`src/rtl/core_mem_arbiter.sv`:
```
// Arbitrates one memory request port between instruction fetch and data access.
// Data has priority, a saturating streak counter protects fetch, and a grant locks until the memory acks.
module core_mem_arbiter #(
    parameter int MAX_D_STREAK = 4
) (
    input  logic        clk,
    input  logic        rst_n,

    input  logic        i_req_val,
    input  logic [31:0] i_req_addr,
    output logic        i_req_ack,
    output logic [31:0] i_ack_rdata,

    input  logic        d_req_val,
    input  logic [31:0] d_req_addr,
    input  logic [2:0]  d_req_cop,
    input  logic [31:0] d_req_wdata,
    input  logic [2:0]  d_req_size,
    output logic        d_req_ack,
    output logic [31:0] d_ack_rdata,

    output logic        m_req_val,
    output logic [31:0] m_req_addr,
    output logic [2:0]  m_req_cop,
    output logic [31:0] m_req_wdata,
    output logic [2:0]  m_req_size,
    input  logic        m_req_ack,
    input  logic [31:0] m_ack_rdata,

    output logic [1:0]  arb_owner
);

    typedef enum logic [1:0] {
        IDLE   = 2'b00,
        I_BUSY = 2'b01,
        D_BUSY = 2'b10
    } state_t;

    localparam logic [1:0] OWN_NONE   = 2'b00;
    localparam logic [1:0] OWN_I      = 2'b01;
    localparam logic [1:0] OWN_D      = 2'b10;
    localparam logic [3:0] STREAK_MAX = 4'(MAX_D_STREAK);
    localparam logic [2:0] COP_RD     = 3'b000;
    localparam logic [2:0] SIZE_WORD  = 3'b010;

    state_t      state;
    logic [3:0]  d_streak;
    logic [1:0]  owner;
    logic        grant_d;
    logic        grant_i;
    logic        xfer_done;

    function automatic logic [3:0] streak_sat_inc(input logic [3:0] cnt);
        return (cnt >= STREAK_MAX) ? STREAK_MAX : cnt + 4'd1;
    endfunction

    // Grant decision in IDLE is combinational so a request is presented to memory in its first cycle.
    always_comb begin
        grant_d = d_req_val && !(i_req_val && (d_streak == STREAK_MAX));
        grant_i = !grant_d && i_req_val;
        owner   = OWN_NONE;
        unique case (state)
            IDLE:    owner = grant_d ? OWN_D : (grant_i ? OWN_I : OWN_NONE);
            I_BUSY:  owner = OWN_I;
            D_BUSY:  owner = OWN_D;
            default: owner = OWN_NONE;
        endcase
        if (!rst_n) begin
            owner = OWN_NONE;
        end
    end

    assign m_req_val = (owner != OWN_NONE);
    assign arb_owner = owner;
    assign xfer_done = m_req_val && m_req_ack;

    assign i_req_ack   = xfer_done && (owner == OWN_I);
    assign d_req_ack   = xfer_done && (owner == OWN_D);
    assign i_ack_rdata = m_ack_rdata;
    assign d_ack_rdata = m_ack_rdata;

    always_comb begin
        m_req_addr  = 32'd0;
        m_req_cop   = COP_RD;
        m_req_wdata = 32'd0;
        m_req_size  = 3'b000;
        if (owner == OWN_D) begin
            m_req_addr  = d_req_addr;
            m_req_cop   = d_req_cop;
            m_req_wdata = d_req_wdata;
            m_req_size  = d_req_size;
        end else if (owner == OWN_I) begin
            m_req_addr  = i_req_addr;
            m_req_size  = SIZE_WORD;
        end
    end

    // A grant that is not acked in its first cycle locks the owner until the ack arrives.
    always_ff @(posedge clk or negedge rst_n) begin
        if (!rst_n) begin
            state    <= IDLE;
            d_streak <= 4'd0;
        end else begin
            unique case (state)
                IDLE: begin
                    if (owner == OWN_D && !m_req_ack) begin
                        state <= D_BUSY;
                    end else if (owner == OWN_I && !m_req_ack) begin
                        state <= I_BUSY;
                    end
                end
                I_BUSY, D_BUSY: begin
                    if (m_req_ack) begin
                        state <= IDLE;
                    end
                end
                default: state <= IDLE;
            endcase

            if (xfer_done) begin
                if (owner == OWN_D && i_req_val) begin
                    d_streak <= streak_sat_inc(d_streak);
                end else begin
                    d_streak <= 4'd0;
                end
            end
        end
    end

`ifndef SYNTHESIS
    // A locked owner must hold its request until the ack; dropping it is a requester bug.
    always @(posedge clk) begin
        if (rst_n && state == I_BUSY) begin
            assert (i_req_val) else $error("i_req_val dropped while instr owns the port");
        end
        if (rst_n && state == D_BUSY) begin
            assert (d_req_val) else $error("d_req_val dropped while data owns the port");
        end
    end
`endif

endmodule

```
`config.mk`:
```
export PLATFORM = sky130hd
export DESIGN_NAME = core_mem_arbiter
export DESIGN_NICKNAME = d
export VERILOG_FILES = /design/src/rtl/core_mem_arbiter.sv
export SDC_FILE = /design/constraint.sdc
export NUM_CORES = 1
export LEC_CHECK = 0
export CAP_MARGIN = 20
export CORE_AREA = 5 5 106 108
export DETAILED_ROUTE_END_ITERATION = 16
export DIE_AREA = 0 0 111 113
export SYNTH_ARGS = -nofsm -noshare
export SYNTH_HDL_FRONTEND = slang
export SYNTH_SLANG_ARGS = --single-unit
```
`constraint.sdc`:
```
create_clock -name clk -period 8.2 [get_ports clk]
set_clock_uncertainty 0.15 [all_clocks]
set_input_delay 2.46 -clock clk [delete_from_list [all_inputs] [get_ports clk]]
set_output_delay 2.46 -clock clk [all_outputs]
set_load 0.02 [all_outputs]
```
### Yosys cells after proc, flatten, opt, wreduce, memory -nomap -nowiden

Index checks and enable logic that the tools add are counted.

* $add $sub $neg: 1
* reductions and logical operators: 16
* order comparisons: 1
* eq/ne operators: 7
* multiplexer cells: 16

Operators by type and width (count)
* $mux 32: 3
* $mux 2: 6
* $logic_and 1x1->1: 9
* $mux 4: 2
* $mux 3: 2
* $pmux 2 s3: 1
* $add 4x1->4 const B: 1
* $eq 2x1->1 const B: 2
* $eq 2x2->1 const B: 2
* $eq 4x3->1 const B: 1
* $ge 4x3->1 const B: 1
* $pmux 2 s2: 1
* $logic_not 1->1: 3
* $ne 3x3->1 const B: 1
* $logic_not 2->1: 1
* $ne 2x2->1 const B: 1
* $reduce_and 2->1: 1
* $reduce_bool 2->1: 1
* $reduce_or 2->1: 1
* $mux 1: 1

* input port bits: 139
* output and inout port bits: 139
* register bits: 6

### Depth between registers and ports, before layout

Gate-level depths: netlist of the first run.

* depth in word-level cells: 15
* gate-level depth with buffers: 8
* depth with buffers taken out: 6

### Worst setup path before layout of the first run

OpenSTA, ideal clock, no wires.

* kind: input-to-output
* from: input i_req_val
* to: output m_req_addr[14]
* setup slack: 1.999 ns
* buffers on the path: 2
* arrival: 3.591 ns
* data required time: 5.590 ns
* stages on the path: 6
* cell sequence: and4b_1 > o21a_1 > nor3b_2 > buf_4 > buf_6 > a22o_1

* word-level cells in the longest chain between the ends: 12

RTL lines
* start: declaration: line 9 `input logic i_req_val,`
* $logic_and 1x1->1: line 59 `grant_d = d_req_val && !(i_req_val && (d_streak == STREAK_MAX));`
* $logic_not 1->1: line 59
* $logic_and 1x1->1: line 59
* $logic_not 1->1: line 60 `grant_i = !grant_d && i_req_val;`
* $logic_and 1x1->1: line 60
* $mux 1: line 63 `IDLE: owner = grant_d ? OWN_D : (grant_i ? OWN_I : OWN_NONE);`
* $mux 2 *: line 63
* $pmux 2 s3 *: line 62 `unique case (state)`
* $mux 2 *: line 68 `if (!rst_n) begin`
* $eq 2x1->1: line 92 `end else if (owner == OWN_I) begin`
* $mux 32: line 92
* $mux 32 *: line 87 `if (owner == OWN_D) begin`
* end: declaration: line 23 `output logic [31:0] m_req_addr,`

Mark *: on every way between the ends. The rest lies on a longest branch, timed or not.

### Worst setup path after layout of the first run

* from: input i_req_val
* to: output m_req_addr[0]

The elaborated chain is that of the path after synthesis.

==> flow_metrics.py, run 1 <==
metrics = {
    "clocking": {
        "cts_hold_buf": 0,
        "cts_max_level": 1,
        "cts_tree": "yes",
        "clockBufferDepth": 2,
        "root_buffer": "clkbuf_8",
        "cts_setup_buffers": 0,
        "path_clk_slew_ns": 0.03,
        "cts_resized": 0,
        "numCtsBuffers": 3,
        "cts_num_sinks": 6,
        "clock_latency_ns": 0.22,
    },
    "setup_path": {
        "rrSetupSlack_ns": 6.00,
        "r2r-end": "d_streak[0]",
        "critPathLaunch": "i_req_val",
        "reg2reg_from": "state[0]",
        "critPathCaptureType": "primary output",
        "rr_worst_depth": 6,
        "crit_slowest_cell": "clkdlybuf4s50_1",
        "timing.critical_path.fanout_max": 33,
        "cp_data_required_time_ns": 5.59,
        "cp-start-kind": "input pin",
        "cp_common_cell": "clkdlybuf4s50_1",
        "arrival_ns": 4.87,
        "worstPathCellList": "clkdlybuf4s50_1, a21oi_1, a31oi_1, and3_1, buf_4, a22o_1, clkdlybuf4s50_1",
        "critPathKind": "input pin to primary output",
        "worst_path_largest_cell_delay_ns": 0.61,
    },
    "timing": {
        "fmax_mhz": 134,
        "hold_viol": 0,
        "setup_tns_ns": 0,
        "timing.hold.ws_ns": 0.397,
        "worst_slack_ns": 0.720,
        "relSlewSlack_pct": 46.1,
        "rsz0062_at_grt": "no",
        "finalCritPeriodShare_pct": 91.2,
        "tightestPinTransition_ns": 0.795,
        "setup_viol": 0,
        "fin_crit_ns": 7.48,
        "finalMaxSlewViolations": 0,
    },
    "routing": {
        "routed_via_density": 4.01,
        "ant_nets": 0,
        "vias": 1765,
        "drt_iter0_drc": 44,
        "wl_um": 7200,
        "drc_errors": 0,
        "dr.pass1.iters": 4,
        "wire_per_inst_um": 16.4,
    },
    "power": {
        "peakVddDrop_mv": 0.0675,
        "p_leak_nw": 1.15,
        "powerDensity_mw_per_mm2": 194,
    },
    "floorplanning": {
        "rows": 37,
        "die-area_mm2": 0.0125,
        "dieHeight_um": 113,
        "core-area_mm2": 0.0101,
        "dieWidth_um": 111,
        "num_io_pins": 278,
        "start_util_pct": 14.9,
    },
    "global_route": {
        "overflow": 0,
        "grt_start_max_net_pins": 40,
        "grt_pass1_vias": 1950,
        "antenna_found_initial": 0,
        "grtUsageTotal_pct": 10.5,
        "grt_first_pass_wirelength_um": 10800,
    },
    "place": {
        "port_buffers": 181,
        "globalplace.congestion": 0.828,
        "place_ws_ns": 0.663,
        "dp_hpwl_um": 6130,
    },
    "hold_path": {
        "worstHoldEndpoint": "d_streak[1]",
        "hold_path_class": "flop to flop",
        "hp-start": "d_streak[1]",
        "worstHoldPathCells": 1,
    },
    "synth": {
        "syn_avg_cell_area_um2": 7.85,
        "synthTopCellsByArea": "buf_4, a22o_1, and2_1",
        "synth_fp_nets": 335,
        "synth_cell_types": 28,
        "ys_warn_count": 0,
        "synth_top_area_share_pct": 33.7,
        "netlist_instances": 193,
        "syn-cell-area_mm2": 0.00152,
        "synth_area_leader_cell": "buf_4",
        "seq_area_frac_synth_pct": 9.91,
        "synth_seq_cells": 6,
    },
    "cells_and_area": {
        "n_antenna_cell": 0,
        "fin_nets": 448,
        "final_util_pct": 29.6,
        "fill_cells": 1055,
        "drive_above_1_share_pct": 2.63,
        "syn2layout_area_growth_pct": 98.3,
    },
    "job": {
        "maxCapViolCount": 0,
    },
    "outcome": {
        "outcome": "completed",
    },
}
final cells by class:
class | instances | area [um2] | area share [%]
multi-input cells | 107 | 795 | 26.4
clock buffers | 3 | 41.3 | 1.37
well taps | 136 | 170 | 5.66
inverters | 4 | 15.0 | 0.500
flip-flops and latches | 6 | 150 | 5.00
repair buffers | 184 | 1830 | 61.0
kinds of logic after synthesis:
| kind of cell | count (synthesis) | share of synthesized area [%] |
|---|---|---|
| fa+ha+maj | 3 | 2.48 |
| compound gates | 48 | 26.8 |
| flops | 6 | 9.91 |
| simple gates | 56 | 22.8 |
| buf+inv | 80 | 38.1 |
power breakdown:
group          internal [W]  switching, W  leakage (nW)   total, W
Sequential        0.0000360    0.00000730        0.0823  0.0000433
Combinational      0.000255      0.000242          1.04   0.000497
Clock             0.0000314     0.0000109        0.0216  0.0000422
Total              0.000322      0.000260          1.15   0.000582
synth_stat cells:
cell / n
nand2_1: 3
a22o_1: 35
dfrtp_1: 6
a41o_1: 1
a21o_1: 1
or2_2: 1
nor3_1: 1
o311ai_1: 1
o31ai_1: 1
and2_1: 41
buf_4: 68
and4b_1: 1
nand3b_1: 1
buf_6: 2
a21oi_1: 1
inv_1: 4
o21a_1: 5
nor4_1: 2
nor3b_2: 1
nor2_1: 3
nor2b_1: 1
and3_1: 1
ha_1: 3
a31o_1: 1
clkbuf_1: 1
a21boi_0: 1
a31oi_1: 1
buf_2: 5
worst max path at each step:
stage | depth (start not counted) | to
after global routing | 7 | m_req_addr[26]
after detailed placement | 7 | m_req_addr[0]
after floorplan | 6 | m_req_addr[14]
after global placement | 7 | m_req_addr[0]
after CTS | 7 | m_req_addr[0]
final | 7 | m_req_addr[0]
critical path, delay by kind of cell:
kind                   cells  cell delay, ns
AOI/OAI and AO/OA          3            0.64
buffers and inverters      3            1.51
and+or+nand+nor            1            0.24
flip-flops by register name (all words and copies together) (netlist names):
signal,cells
state,2
d_streak,4
layout by cell type, fill, tap and decap left out, types with 2 or more instances in the layout:
cell type and n:
clkdlybuf4s50_1 181, clkbuf_8 3, and2_1 41, o21a_1 5, a22o_1 35, nor4_1 2
inv_1 4, dfrtp_1 6, ha_1 3, nor2_1 3, buf_4 3, nand2_1 3
metrics by stage:
| step | area [um2] | total power (W) | cells |
|---|---|---|---|
| after floorplan | 1520 | 0.000356 | 193 |
| after global placement | 2960 | 0.000542 | 437 |
| after detailed placement | 2960 | 0.000546 | 437 |
| after CTS | 3010 | 0.000592 | 440 |
| after global routing | 3010 | 0.000618 | 440 |
| final | 3010 | 0.000582 | 440 |
per-layer routing:
| layer | vias up | global-route usage [%] | part of all wire [%] |
|---|---|---|---|
| met5 | - | 0 | 0 |
| met4 | 0 | 3.37 | 2.9 |
| met3 | 26 | 4.55 | 10 |
| met2 | 128 | 18.8 | 49 |
| met1 | 786 | 11.1 | 37 |
| li1 | 825 | - | - |
No activity file was read; power rests on OpenSTA's default activity.
==> run 2: changes to the inputs <==
- CORE_AREA: 5 5 106 108 -> 5 5 103 105
- CTS_BUF_LIST: default -> sky130_fd_sc_hd__clkbuf_2 sky130_fd_sc_hd__clkbuf_4 sky130_fd_sc_hd__clkbuf_8
- DIE_AREA: 0 0 111 113 -> 0 0 108 110
- PLACE_DENSITY: default -> 0.66
==> flow_metrics.py, run 2 (same netlist as run 1, synthesis figures left out) <==
metrics = {
    "cells_and_area": {
        "drive_above_1_share_pct": 3.29,
        "largest_reg_flops": 4,
        "syn2layout_area_growth_pct": 99.4,
        "fin_nets": 448,
        "regArea_um2": 150,
        "final_area_mm2": 0.00302,
        "n_antenna_cell": 0,
        "final_common_cell": "clkdlybuf4s50_1",
        "multi_input_area_um2": 795,
        "fill_cells": 1024,
        "regMostFlops": "d_streak",
        "layout_common_cells": "clkdlybuf4s50_1, and2_1, a22o_1, dfrtp_1, o21a_1",
        "largestRegisters": "d_streak x4, state x2",
    },
    "clocking": {
        "cts_hold_buf": 0,
        "root_buffer": "clkbuf_8",
        "cts_max_level": 1,
        "cts_resized": 0,
        "numCtsBuffers": 3,
        "cts_tree": "yes",
        "clockBufferDepth": 2,
        "cts_num_sinks": 6,
        "clock_latency_ns": 0.22,
        "path_clk_slew_ns": 0.04,
        "cts_setup_buffers": 0,
    },
    "global_route": {
        "grtUsageTotal_pct": 12.0,
        "grt_first_pass_wirelength_um": 11100,
        "grt_start_max_net_pins": 45,
        "grt_pass1_vias": 1957,
        "overflow": 0,
        "antenna_found_initial": 0,
    },
    "setup_path": {
        "crit_slowest_cell": "clkdlybuf4s50_1",
        "cp_common_cell": "clkdlybuf4s50_1",
        "critPathKind": "input pin to primary output",
        "arrival_ns": 4.90,
        "crit_buf_inv": 3,
        "crit_family": "buffers and inverters",
        "cp_data_required_time_ns": 5.59,
        "timing.critical_path.fanout_max": 44,
        "worst_path_largest_cell_delay_ns": 0.65,
        "worstPathCellList": "clkdlybuf4s50_1, and4b_1, o21a_1, nor3b_4, buf_4, a22o_1, clkdlybuf4s50_1",
        "critPathCaptureType": "primary output",
        "cp-start-kind": "input pin",
    },
    "routing": {
        "wire_per_inst_um": 18.6,
        "drc_errors": 0,
        "wl_met1_um": 2790,
        "wl_met3_um": 968,
        "ant_nets": 0,
        "highest_layer": "met4",
        "wl_met2_um": 4180,
        "dr.pass1.iters": 4,
        "drt_iter0_drc": 126,
        "vias": 1811,
        "routed_via_density": 4.14,
        "wl_um": 8150,
    },
    "floorplanning": {
        "dieWidth_um": 108,
        "die-area_mm2": 0.0119,
        "rows": 36,
        "num_io_pins": 278,
        "start_util_pct": 15.9,
        "dieHeight_um": 110,
        "core-area_mm2": 0.00955,
    },
    "timing": {
        "fmax_mhz": 133,
        "setup_tns_ns": 0,
        "tightestPinTransition_ns": 0.824,
        "finalCritPeriodShare_pct": 91.6,
        "setup_viol": 0,
        "fin_crit_ns": 7.51,
        "finalMaxSlewViolations": 0,
        "timing.hold.ws_ns": 0.390,
        "hold_viol": 0,
        "relSlewSlack_pct": 44.2,
        "rsz0062_at_grt": "no",
    },
    "power": {
        "peakVddDrop_mv": 0.0612,
        "p_total_w": 0.000599,
        "powerDensity_mw_per_mm2": 198,
        "p_leak_nw": 1.16,
    },
    "place": {
        "port_buffers": 181,
        "globalplace.congestion": 0.754,
        "post_dp_cell_area_mm2": 0.00298,
        "dp_hpwl_um": 6900,
    },
    "outcome": {
        "outcome": "completed",
    },
    "hold_path": {
        "hold_path_class": "flop to flop",
    },
    "job": {
        "maxCapViolCount": 0,
    },
}
## run 2: path summary, 6_finish.rpt
path,from,to,cells past startpoint,slack (ns)
max,i_req_val,m_req_addr[10],7,0.69
min,d_streak[1],d_streak[1],1,0.39
max reg2reg,state[0],d_streak[0],6,5.95
min reg2reg,d_streak[1],d_streak[1],1,0.39
max in group asynchronous,rst_n,state[1],1,5.22
min in group asynchronous,rst_n,d_streak[1],1,2.40
## run 2: power by group
group / total (W) / switching, W / internal (W)
sequential: 0.0000438 / 0.00000783 / 0.0000360
clock: 0.0000435 / 0.0000120 / 0.0000315
combinational: 0.000512 / 0.000252 / 0.000260
total: 0.000599 / 0.000271 / 0.000328
## run 2: area by class of cell
class | count | share of cell area, %
flip-flops and latches | 6 | 4.97
inverters | 4 | 0.497
clock buffers | 3 | 1.37
repair buffers | 184 | 61.4
well taps | 133 | 5.51
multi-input cells | 107 | 26.3
## run 2: worst register-to-register path, delay by kind of cell, from the launching register on
family	cells	cell delay (ns)
buffers and inverters	1	0.09
adder cells (fa/ha/maj)	1	0.29
flip-flops	1	0.43
AO/OA/AOI/OAI	3	1.04
AND/OR/NAND/NOR	1	0.13
## run 2: stage by stage
| stage | util (%) | setup slack (ns) | instances |
|---|---|---|---|
| 2_1_floorplan | - | 2.00 | 193 |
| 5_1_grt | 31.6 | 0.517 | 437 |
| 3_3_place_gp | 31.2 | 0.676 | 434 |
| 4_1_cts | 31.6 | 0.647 | 437 |
| 3_5_place_dp | 31.2 | 0.654 | 434 |
| 6_report | 31.6 | 0.690 | 437 |
## run 2: layer usage
layer	vias up	global-route usage [%]
met5	-	0
met4	0	3.43
met3	35	4.78
met2	134	22.6
met1	817	12.2
li1	825	-
==> run 3: changes to the inputs <==
- CORE_AREA: 5 5 103 105 -> 5 5 106 108
- CTS_BUF_LIST: sky130_fd_sc_hd__clkbuf_2 sky130_fd_sc_hd__clkbuf_4 sky130_fd_sc_hd__clkbuf_8 -> default
- DIE_AREA: 0 0 108 110 -> 0 0 111 113
- PLACE_DENSITY: 0.66 -> default
==> results of run 3 <==
No change in the layout: final DEF, timing and power equal those of run 1.
